$ cat src/rtl/spi_rdid_responder_if.sv
// SPI pin bundle plus command-decode sideband for the RDID/RDSR flash responder.
// The master modport is the SPI master / checker side; the slave modport is the responder.
interface spi_rdid_responder_if;
  logic       spi_clk;
  logic       spi_cs_n;
  logic       spi_mosi;
  logic [7:0] status_reg;
  logic       spi_miso;
  logic       busy;
  logic       cmd_valid;
  logic [7:0] cmd_byte;
  logic       cmd_unsupported;

  modport master (
    output spi_clk, spi_cs_n, spi_mosi, status_reg,
    input  spi_miso, busy, cmd_valid, cmd_byte, cmd_unsupported
  );

  modport slave (
    input  spi_clk, spi_cs_n, spi_mosi, status_reg,
    output spi_miso, busy, cmd_valid, cmd_byte, cmd_unsupported
  );
endinterface

$ cat src/rtl/spi_rdid_responder.sv
// SPI mode-0 flash stand-in answering RDID (0x9F) and RDSR (0x05); every SPI pin
// is oversampled in the clk domain, nothing is clocked by spi_clk.
module spi_rdid_responder #(
  parameter logic [7:0] MANUFACTURER_ID = 8'h20,
  parameter logic [7:0] MEMORY_TYPE     = 8'h20,
  parameter logic [7:0] MEMORY_CAPACITY = 8'h15
) (
  input  logic               clk,
  input  logic               reset,
  spi_rdid_responder_if.slave bus
);

  typedef enum logic [2:0] {IDLE, CMD, TX_ID, TX_SR, IGNORE} state_e;

  state_e      state_q, state_d;

  logic [2:0]  sclk_q;
  logic [2:0]  cs_q;
  logic [1:0]  mosi_q;
  logic        armed_q;

  logic [2:0]  bit_cnt_q;
  logic [7:0]  cmd_sr_q;
  logic [7:0]  cmd_byte_q;
  logic [4:0]  tx_cnt_q;
  logic [23:0] id_sr_q;
  logic [7:0]  sr_sr_q;
  logic [7:0]  status_hold_q;
  logic        miso_q;
  logic        busy_q;
  logic        cmd_valid_q;
  logic        unsup_q;

  logic        sclk_rise, sclk_fall, cs_rise, cs_fall;
  logic [7:0]  cmd_shift;

  logic        abort, clr_cmd, shift_cmd, cmd_done;
  logic        ld_id, ld_sr, unsup, drive_id, drive_sr;

  // Stage [1] is the synchronized level, stage [2] the delayed copy for edge detect.
  assign sclk_rise = sclk_q[1] & ~sclk_q[2];
  assign sclk_fall = ~sclk_q[1] & sclk_q[2];
  assign cs_rise   = cs_q[1] & ~cs_q[2];
  assign cs_fall   = ~cs_q[1] & cs_q[2];
  assign cmd_shift = {cmd_sr_q[6:0], mosi_q[1]};

  // CS synchronizer resets low so a CS already low at reset release never
  // looks like a fresh falling edge; armed_q keeps busy quiet until CS is seen high.
  always_ff @(posedge clk or posedge reset) begin
    if (reset) begin
      sclk_q  <= '0;
      cs_q    <= '0;
      mosi_q  <= '0;
      armed_q <= 1'b0;
    end else begin
      sclk_q <= {sclk_q[1:0], bus.spi_clk};
      cs_q   <= {cs_q[1:0], bus.spi_cs_n};
      mosi_q <= {mosi_q[0], bus.spi_mosi};
      if (cs_q[2]) armed_q <= 1'b1;
    end
  end

  always_ff @(posedge clk or posedge reset) begin
    if (reset) state_q <= IDLE;
    else       state_q <= state_d;
  end

  always_comb begin
    state_d = state_q;
    if (abort)         state_d = IDLE;
    else if (clr_cmd)  state_d = CMD;
    else if (ld_id)    state_d = TX_ID;
    else if (ld_sr)    state_d = TX_SR;
    else if (unsup)    state_d = IGNORE;
  end

  always_comb begin
    abort     = 1'b0;
    clr_cmd   = 1'b0;
    shift_cmd = 1'b0;
    cmd_done  = 1'b0;
    ld_id     = 1'b0;
    ld_sr     = 1'b0;
    unsup     = 1'b0;
    drive_id  = 1'b0;
    drive_sr  = 1'b0;
    if (cs_rise) begin
      abort = 1'b1;
    end else begin
      unique case (state_q)
        IDLE:  clr_cmd = cs_fall;
        CMD: begin
          if (sclk_rise) begin
            shift_cmd = 1'b1;
            if (bit_cnt_q == 3'd7) begin
              cmd_done = 1'b1;
              case (cmd_shift)
                8'h9F:   ld_id = 1'b1;
                8'h05:   ld_sr = 1'b1;
                default: unsup = 1'b1;
              endcase
            end
          end
        end
        TX_ID:  drive_id = sclk_fall;
        TX_SR:  drive_sr = sclk_fall;
        IGNORE: ;
        default: ;
      endcase
    end
  end

  always_ff @(posedge clk or posedge reset) begin
    if (reset) begin
      bit_cnt_q     <= '0;
      cmd_sr_q      <= '0;
      cmd_byte_q    <= '0;
      tx_cnt_q      <= '0;
      id_sr_q       <= '0;
      sr_sr_q       <= '0;
      status_hold_q <= '0;
      miso_q        <= 1'b0;
      busy_q        <= 1'b0;
      cmd_valid_q   <= 1'b0;
      unsup_q       <= 1'b0;
    end else begin
      cmd_valid_q <= cmd_done;
      unsup_q     <= unsup;
      busy_q      <= armed_q & ~cs_q[2];

      if (abort) begin
        miso_q    <= 1'b0;
        bit_cnt_q <= '0;
        tx_cnt_q  <= '0;
      end

      if (clr_cmd) begin
        bit_cnt_q <= '0;
        cmd_sr_q  <= '0;
      end

      if (shift_cmd) begin
        cmd_sr_q  <= cmd_shift;
        bit_cnt_q <= bit_cnt_q + 3'd1;
      end

      if (cmd_done) begin
        cmd_byte_q <= cmd_shift;
        tx_cnt_q   <= '0;
      end

      if (ld_id) id_sr_q <= {MANUFACTURER_ID, MEMORY_TYPE, MEMORY_CAPACITY};

      if (ld_sr) begin
        sr_sr_q       <= bus.status_reg;
        status_hold_q <= bus.status_reg;
      end

      // ID stream stops at 24 bits and then reads zero; no wrap.
      if (drive_id) begin
        if (tx_cnt_q != 5'd24) begin
          miso_q   <= id_sr_q[23];
          id_sr_q  <= {id_sr_q[22:0], 1'b0};
          tx_cnt_q <= tx_cnt_q + 5'd1;
        end else begin
          miso_q <= 1'b0;
        end
      end

      // Status stream repeats the byte sampled at decode for as long as CS stays low.
      if (drive_sr) begin
        miso_q <= sr_sr_q[7];
        if (tx_cnt_q[2:0] == 3'd7) begin
          sr_sr_q  <= status_hold_q;
          tx_cnt_q <= '0;
        end else begin
          sr_sr_q  <= {sr_sr_q[6:0], 1'b0};
          tx_cnt_q <= tx_cnt_q + 5'd1;
        end
      end
    end
  end

  assign bus.spi_miso        = miso_q;
  assign bus.busy            = busy_q;
  assign bus.cmd_valid       = cmd_valid_q;
  assign bus.cmd_byte        = cmd_byte_q;
  assign bus.cmd_unsupported = unsup_q;

endmodule

$ cat src/flat_wrapper.sv
// flat-port wrapper written by rule: the top's interface ports become plain ports
module spi_rdid_responder_flat 
#(
  parameter logic [7:0] MANUFACTURER_ID = 8'h20,
  parameter logic [7:0] MEMORY_TYPE     = 8'h20,
  parameter logic [7:0] MEMORY_CAPACITY = 8'h15
)
  (clk, reset, bus_spi_clk, bus_spi_cs_n, bus_spi_mosi, bus_status_reg, bus_spi_miso, bus_busy, bus_cmd_valid, bus_cmd_byte, bus_cmd_unsupported);
  spi_rdid_responder_if bus_i ();
  input  logic clk;
  input  logic reset;
  input wire logic [$bits(bus_i.spi_clk)-1:0] bus_spi_clk;
  input wire logic [$bits(bus_i.spi_cs_n)-1:0] bus_spi_cs_n;
  input wire logic [$bits(bus_i.spi_mosi)-1:0] bus_spi_mosi;
  input wire logic [$bits(bus_i.status_reg)-1:0] bus_status_reg;
  output wire logic [$bits(bus_i.spi_miso)-1:0] bus_spi_miso;
  output wire logic [$bits(bus_i.busy)-1:0] bus_busy;
  output wire logic [$bits(bus_i.cmd_valid)-1:0] bus_cmd_valid;
  output wire logic [$bits(bus_i.cmd_byte)-1:0] bus_cmd_byte;
  output wire logic [$bits(bus_i.cmd_unsupported)-1:0] bus_cmd_unsupported;
  assign bus_i.spi_clk = bus_spi_clk;
  assign bus_i.spi_cs_n = bus_spi_cs_n;
  assign bus_i.spi_mosi = bus_spi_mosi;
  assign bus_i.status_reg = bus_status_reg;
  assign bus_spi_miso = bus_i.spi_miso;
  assign bus_busy = bus_i.busy;
  assign bus_cmd_valid = bus_i.cmd_valid;
  assign bus_cmd_byte = bus_i.cmd_byte;
  assign bus_cmd_unsupported = bus_i.cmd_unsupported;
  spi_rdid_responder #(.MANUFACTURER_ID(MANUFACTURER_ID), .MEMORY_TYPE(MEMORY_TYPE), .MEMORY_CAPACITY(MEMORY_CAPACITY)) u_core (.clk(clk), .reset(reset), .bus(bus_i));
endmodule
$ cat config.mk
export PLATFORM = sky130hd
export DESIGN_NAME = spi_rdid_responder_flat
export DESIGN_NICKNAME = d
export VERILOG_FILES = /design/src/rtl/spi_rdid_responder_if.sv /design/src/rtl/spi_rdid_responder.sv /design/src/flat_wrapper.sv
export SDC_FILE = /design/constraint.sdc
export NUM_CORES = 1
export LEC_CHECK = 0
export ABC_AREA = 1
export BUFFER_PORTS_ARGS = -buffer_cell sky130_fd_sc_hd__buf_4
export CORE_ASPECT_RATIO = 2
export CORE_UTILIZATION = 43
export CTS_CLUSTER_SIZE = 8
export DETAILED_ROUTE_END_ITERATION = 6
export SETUP_SLACK_MARGIN = 0.15
export SLEW_MARGIN = 15
export SYNTH_ARGS = -nofsm -noshare
export SYNTH_HDL_FRONTEND = slang
export SYNTH_SLANG_ARGS = --single-unit
$ cat constraint.sdc
create_clock -name clk -period 5.16 [get_ports clk]
set_input_delay 0.774 -clock clk [delete_from_list [all_inputs] [get_ports clk]]
set_output_delay 0.774 -clock clk [all_outputs]
set_load 0.01 [all_outputs]
Yosys cells after proc, flatten, opt, wreduce, memory -nomap -nowiden
Index checks and enable logic that the tools add are counted.
W data, S select, Z words.
- register bits after elaboration: 79
- bitwise logic cells: 9
- reduce and logical (&&, ||, !) cells: 7
- eq/ne operators: 8
- add/sub/neg operators: 2
- multiplexer cells: 55
- operators by type and width (kind ; count):
    $mux W24 ; 3
    $mux W1 ; 33
    $mux W5 ; 6
    $mux W3 ; 8
    $mux W8 ; 3
    $mux W7 ; 2
    $eq A8 B3 Y1 const B ; 1
    $eq A8 B8 Y1 const B ; 1
    $eq A3 B2 Y1 const B ; 2
    $eq A3 B3 Y1 const B ; 2
    $reduce_bool A3 Y1 ; 2
    $add A5 B1 Y5 const B ; 1
    $and A1 B1 Y1 ; 5
    $ne A5 B5 Y1 const B ; 1
    $reduce_bool A5 Y1 ; 1
    $not A1 Y1 ; 4
    $reduce_bool A2 Y1 ; 2
    $add A3 B1 Y3 const B ; 1
    $eq A3 B1 Y1 const B ; 1
    $logic_not A3 Y1 ; 1
    $reduce_or A2 Y1 ; 1

Logic depth before layout (Yosys ltp)
- depth after elaboration: 12
- gate-level depth with buffers: 9
- depth with buffers taken out: 9

Least setup slack after synthesis
No wires, ideal clock.
- kind: reg-to-reg
- from: reg u_core.bit_cnt_q[0]
- to: reg u_core.id_sr_q[22]
- setup time: 0.121 ns
- slack: 3.635 ns
- stages on the path, launching flop included: 9
- arrival: 1.404 ns
- path buffers: 1
- path through: dfrtp_1 -> ha_1 -> ha_1 -> nand3_1 -> nor2_2 -> nand4_2 -> buf_4 -> nand3_1 -> o21ai_1
- cells in the longest elaborated chain, start to end: 8
- RTL lines (item ; RTL line ; text):
    from (decl) ; spi_rdid_responder.sv:22 ; logic [2:0] bit_cnt_q;
    from (signal assigned) ; spi_rdid_responder.sv:144 ; bit_cnt_q <= bit_cnt_q + 3'd1;
    $eq A3 B3 Y1 * ; spi_rdid_responder.sv:95 ; if (bit_cnt_q == 3'd7) begin
    $mux W1 * ; spi_rdid_responder.sv:95 ;
    $mux W1 * ; spi_rdid_responder.sv:93 ; if (sclk_rise) begin
    $mux W1 * ; spi_rdid_responder.sv:90 ; unique case (state_q)
    $mux W1 * ; spi_rdid_responder.sv:87 ; if (cs_rise) begin
    $mux W24 * ; spi_rdid_responder.sv:152 ; if (ld_id) id_sr_q <= {MANUFACTURER_ID, MEMORY_TYPE, MEMORY_CAPACITY};
    $mux W24 ; spi_rdid_responder.sv:161 ; if (tx_cnt_q != 5'd24) begin
    $mux W24 * ; spi_rdid_responder.sv:160 ; if (drive_id) begin
    to (signal assigned) ; spi_rdid_responder.sv:152 ;
    to (signal assigned) ; spi_rdid_responder.sv:163 ; id_sr_q <= {id_sr_q[22:0], 1'b0};
    to (decl) ; spi_rdid_responder.sv:26 ; logic [23:0] id_sr_q;
Every way passes the cells marked *; elsewhere a longest branch is shown, timed or not.
A chain may end at the register's enable or synchronous reset.

Worst setup path in the final report
- from: reg u_core.tx_cnt_q[0]
- to: reg u_core.tx_cnt_q[3]
- cells in the longest elaborated chain, start to end: 4
- elaborated cells between the ends (all ways): 7
- classes of those cells: add/sub (1); eq/ne (2); mux (4)
- RTL lines (item ; RTL line ; text):
    from (decl) ; spi_rdid_responder.sv:25 ; logic [4:0] tx_cnt_q;
    from (signal assigned) ; spi_rdid_responder.sv:164 ; tx_cnt_q <= tx_cnt_q + 5'd1;
    from (signal assigned) ; spi_rdid_responder.sv:178 ; tx_cnt_q <= tx_cnt_q + 5'd1;
    $add A5 B1 Y5 or $ne A5 B5 Y1 (tied branches) ; spi_rdid_responder.sv:164, spi_rdid_responder.sv:178, spi_rdid_responder.sv:161 ;
    $mux W5 ; spi_rdid_responder.sv:161 ;
    $mux W5 ; spi_rdid_responder.sv:160 ;
    $mux W5 * ; spi_rdid_responder.sv:171 ; if (drive_sr) begin
Marks and branches as above.

==> run_results.csv <==
group,metric,value,unit
timing,tns,0,ns
floorplanning,num_rows,46,
timing,rsz0062_at_grt,"no",
min_path,min_path_cells,0,
floorplanning,die-area,8463,µm²
timing,finalMaxSlewViolations,0,
worst_setup_path,path_buf_inv,2,
clock_network,post_cts_buffers,0,
finish,num_antenna_cells,0,
placement,portBuffers,24,
min_path,hp-start,"u_core.sclk_q[0]",
clock_network,cts_tree,"built",
drt,vias,2557,
drt,firstDrtPassIters,4,
finish,final_core_util,50.94,%
finish,multi_input_area,1252,µm²
worst_setup_path,path_common_cell,"nand2_1",
global_routing,overflow,0,
drt,ant_nets,0,
global_routing,busiest_layer,"met2",
clock_network,cts_htree_levels,3,
synth,syn-cell-area,3473,µm²
clock_network,clk_path_buf_depth,2,
finish,final_common_cell,"nand2_1",
worst_setup_path,arrival,2.42,ns
timing,fmax,455.0,MHz
power,vdd_drop_max,0.2077,mV
placement,preCtsSetupSlack,2.973,ns
worst_setup_path,crit_family,"simple AND/OR/NAND/NOR gates",
finish,seq_area,1977,µm²
drt,drt_iter0_drc,149,
drt,drt_wl_total,6683,µm
floorplanning,pin_count,25,
worst_setup_path,worstSetupEndpointType,"flop",
finish,fillCellCount,747,
drt,via_per_inst,5.024,
synth,ys_types,31,
status,status,"finished, final reports clean",
finish,drive_gt1_share,15.50,%
placement,dpl.hpwl,4564,µm
worst_setup_path,cpPeakStageDelay,0.56,ns
global_routing,grt_use_met3,2.905,%
worst_setup_path,rr_worst_depth,8,
worst_setup_path,crit_start,"u_core.tx_cnt_q[0]",
finish,layout_common_cells,"128 x nand2_1, 79 x dfrtp_1, 34 x inv_1",
floorplanning,die_w,65.55,µm
synth,yosysWarnings,0,
clock_network,cts_sinks,79,
global_routing,grt_max_degree,45,
clock_network,hold_buffers,0,
clock_network,cts_resized,0,
worst_setup_path,worstSetupPathDepth,8,
worst_setup_path,timing.setup.critical_path_class,"reg -> reg",
placement,place.gp.congestion,0.7706,
finish,final_cells,509,
finish,final_nets,426,
global_routing,antenna_found_initial,0,
drt,drcViolationCount,0,
finish,area_growth_syn_to_layout,15.63,%
synth,syn-instance-count,384,
drt,wl_per_cell,13.13,µm
synth,postSynthAreaPerCell,9.045,µm²
timing,layout_setup_ws,2.962,ns
timing,worstMarginPinSlew,0.7288,ns
floorplanning,die_height,129.1,µm
clock_network,clk_latency,0.33,ns
synth,syn_nets,402,
worst_setup_path,crit_required,5.38,ns
worst_setup_path,crit_slowest_cell,"nand3_2",
global_routing,gr-usage-met1,19.92,%
timing,finalCriticalPeriod,2.198,ns
global_routing,met2_usage,30.81,%
floorplanning,core-area,7885,µm²
clock_network,cts_root_buf,"clkbuf_16",
timing,maxSlewHeadroom,51.35,%
timing,finClkSkew,0.005048,ns
power,p_total,1.387,mW
worst_setup_path,regToRegStartpoint,"u_core.tx_cnt_q[0]",
worst_setup_path,critPathMaxFanout,38,
synth,synth_seq_cells,79,
timing,setup_viol,0,
clock_network,cts.clk_slew.worst_paths,0.06,ns
floorplanning,start_util,44.05,%
global_routing,grt_pass1_wl,11180,µm
global_routing,track_usage,17.68,%
clock_network,cts_buffers,9,
placement,dp_cells,493,
timing,fin_crit_sh,42.59,%
flow_run,cap_violations,0,
timing,hold_violations,0,
min_path,hp-class,"reg -> reg",
synth,yosysSeqAreaShare,56.92,%
power,p_leak,2.019,nW
power,power.density,345.3,nW/µm²
worst_setup_path,worstPathCellList,"inv_1, ha_1, nand4_1, nand3_2, inv_2, nand2_1, nand3_1, nand2_1",
global_routing,grt_pass1_vias,2495,
worst_setup_path,critPathLaunchType,"flop",
[layer usage]
| layer | wire length, µm | part of all wire, % |
|---|---|---|
| met2 | 3530 | 53 |
| met5 | 0 | 0 |
| met4 | 189 | 2.8 |
| met1 | 2760 | 41 |
| met3 | 202 | 3.0 |
[power by group]
group | total (mW) | internal (mW) | leakage (nW) | switching (mW)
logic | 0.0596 | 0.0186 | 0.870 | 0.0410
registers | 0.636 | 0.629 | 0.992 | 0.00692
clock network | 0.691 | 0.449 | 0.158 | 0.243
total | 1.39 | 1.10 | 2.02 | 0.291
[worst reg2reg max path: cells and delay by family (launching register included)]
kind / cells / cell delay, ns
and+or+nand+nor: 5 / 0.90
buffers and inverters: 2 / 0.59
DFF: 1 / 0.41
adders and majority gates: 1 / 0.19
[flip-flops by register name, summed over array words and instances, names as in the netlist, 3 cells and up]
register,count
u_core.id_sr_q,24
u_core.bus.cmd_byte,8
u_core.sr_sr_q,8
u_core.status_hold_q,8
u_core.cmd_sr_q,7
u_core.tx_cnt_q,5
u_core.bit_cnt_q,3
u_core.cs_q,3
u_core.sclk_q,3
u_core.state_q,3
[synthesized netlist by cell type]
cell,number,area share (%)
buf_4,5,1.1
a31oi_1,4,0.72
nand4_2,1,0.36
buf_2,3,0.43
o22ai_1,7,1.3
clkbuf_1,1,0.11
ha_1,5,1.8
nand2_1,128,14
a21oi_1,1,0.14
inv_2,1,0.11
nand2_2,3,0.54
xor2_1,2,0.50
o21ai_0,26,3.7
or2_2,2,0.36
clkinv_1,1,0.11
nor3_4,1,0.47
nor3_2,1,0.29
nand3_2,1,0.29
nor2_1,13,1.4
buf_8,1,0.43
nand2_4,3,0.97
buf_6,3,0.97
nand3_1,31,4.5
o21ai_2,2,0.50
nor3_1,4,0.58
o21ai_1,6,0.86
nor2_2,3,0.54
inv_1,35,3.8
dfrtp_1,79,57
nor2_4,3,0.97
nand4_1,8,1.4
[stage by stage]
stage / hold slack (ns) / cell area (µm²)
floorplan: 0.3312 / 3473
global placement: 0.3324 / 3684
detailed placement: 0.3362 / 3684
CTS: 0.3500 / 4016
global route: 0.3674 / 4016
finish: 0.3468 / 4016
[final timing paths]
path | end | slack, ns
hold / removal | u_core.sclk_q[1] | 0.35
min in group asynchronous | u_core.mosi_q[0] | 0.57
hold reg to reg | u_core.sclk_q[1] | 0.35
setup reg to reg | u_core.tx_cnt_q[3] | 2.96
max in group asynchronous | u_core.id_sr_q[12] | 3.56
setup / recovery | u_core.tx_cnt_q[3] | 2.96
[kinds of logic after synthesis]
logic type,after synthesis,synth area share [%]
flip-flops,79,56.92
AND/OR/NAND/NOR,202,26.51
buffers and inverters,50,7.024
XOR/XNOR,2,0.5044
AO/OA/AOI/OAI,46,7.240
adder cells (fa/ha/maj),5,1.801
[cell type report]
class | instances | share of cell area (%)
Inverter | 37 | 3.458
Sequential cell | 79 | 49.22
Multi-Input combinational cell | 255 | 31.18
Tap cell | 96 | 2.991
Timing Repair Buffer | 26 | 4.860
Clock inverter | 5 | 1.994
Clock buffer | 11 | 6.293
Power figures use the tool's default switching activity.
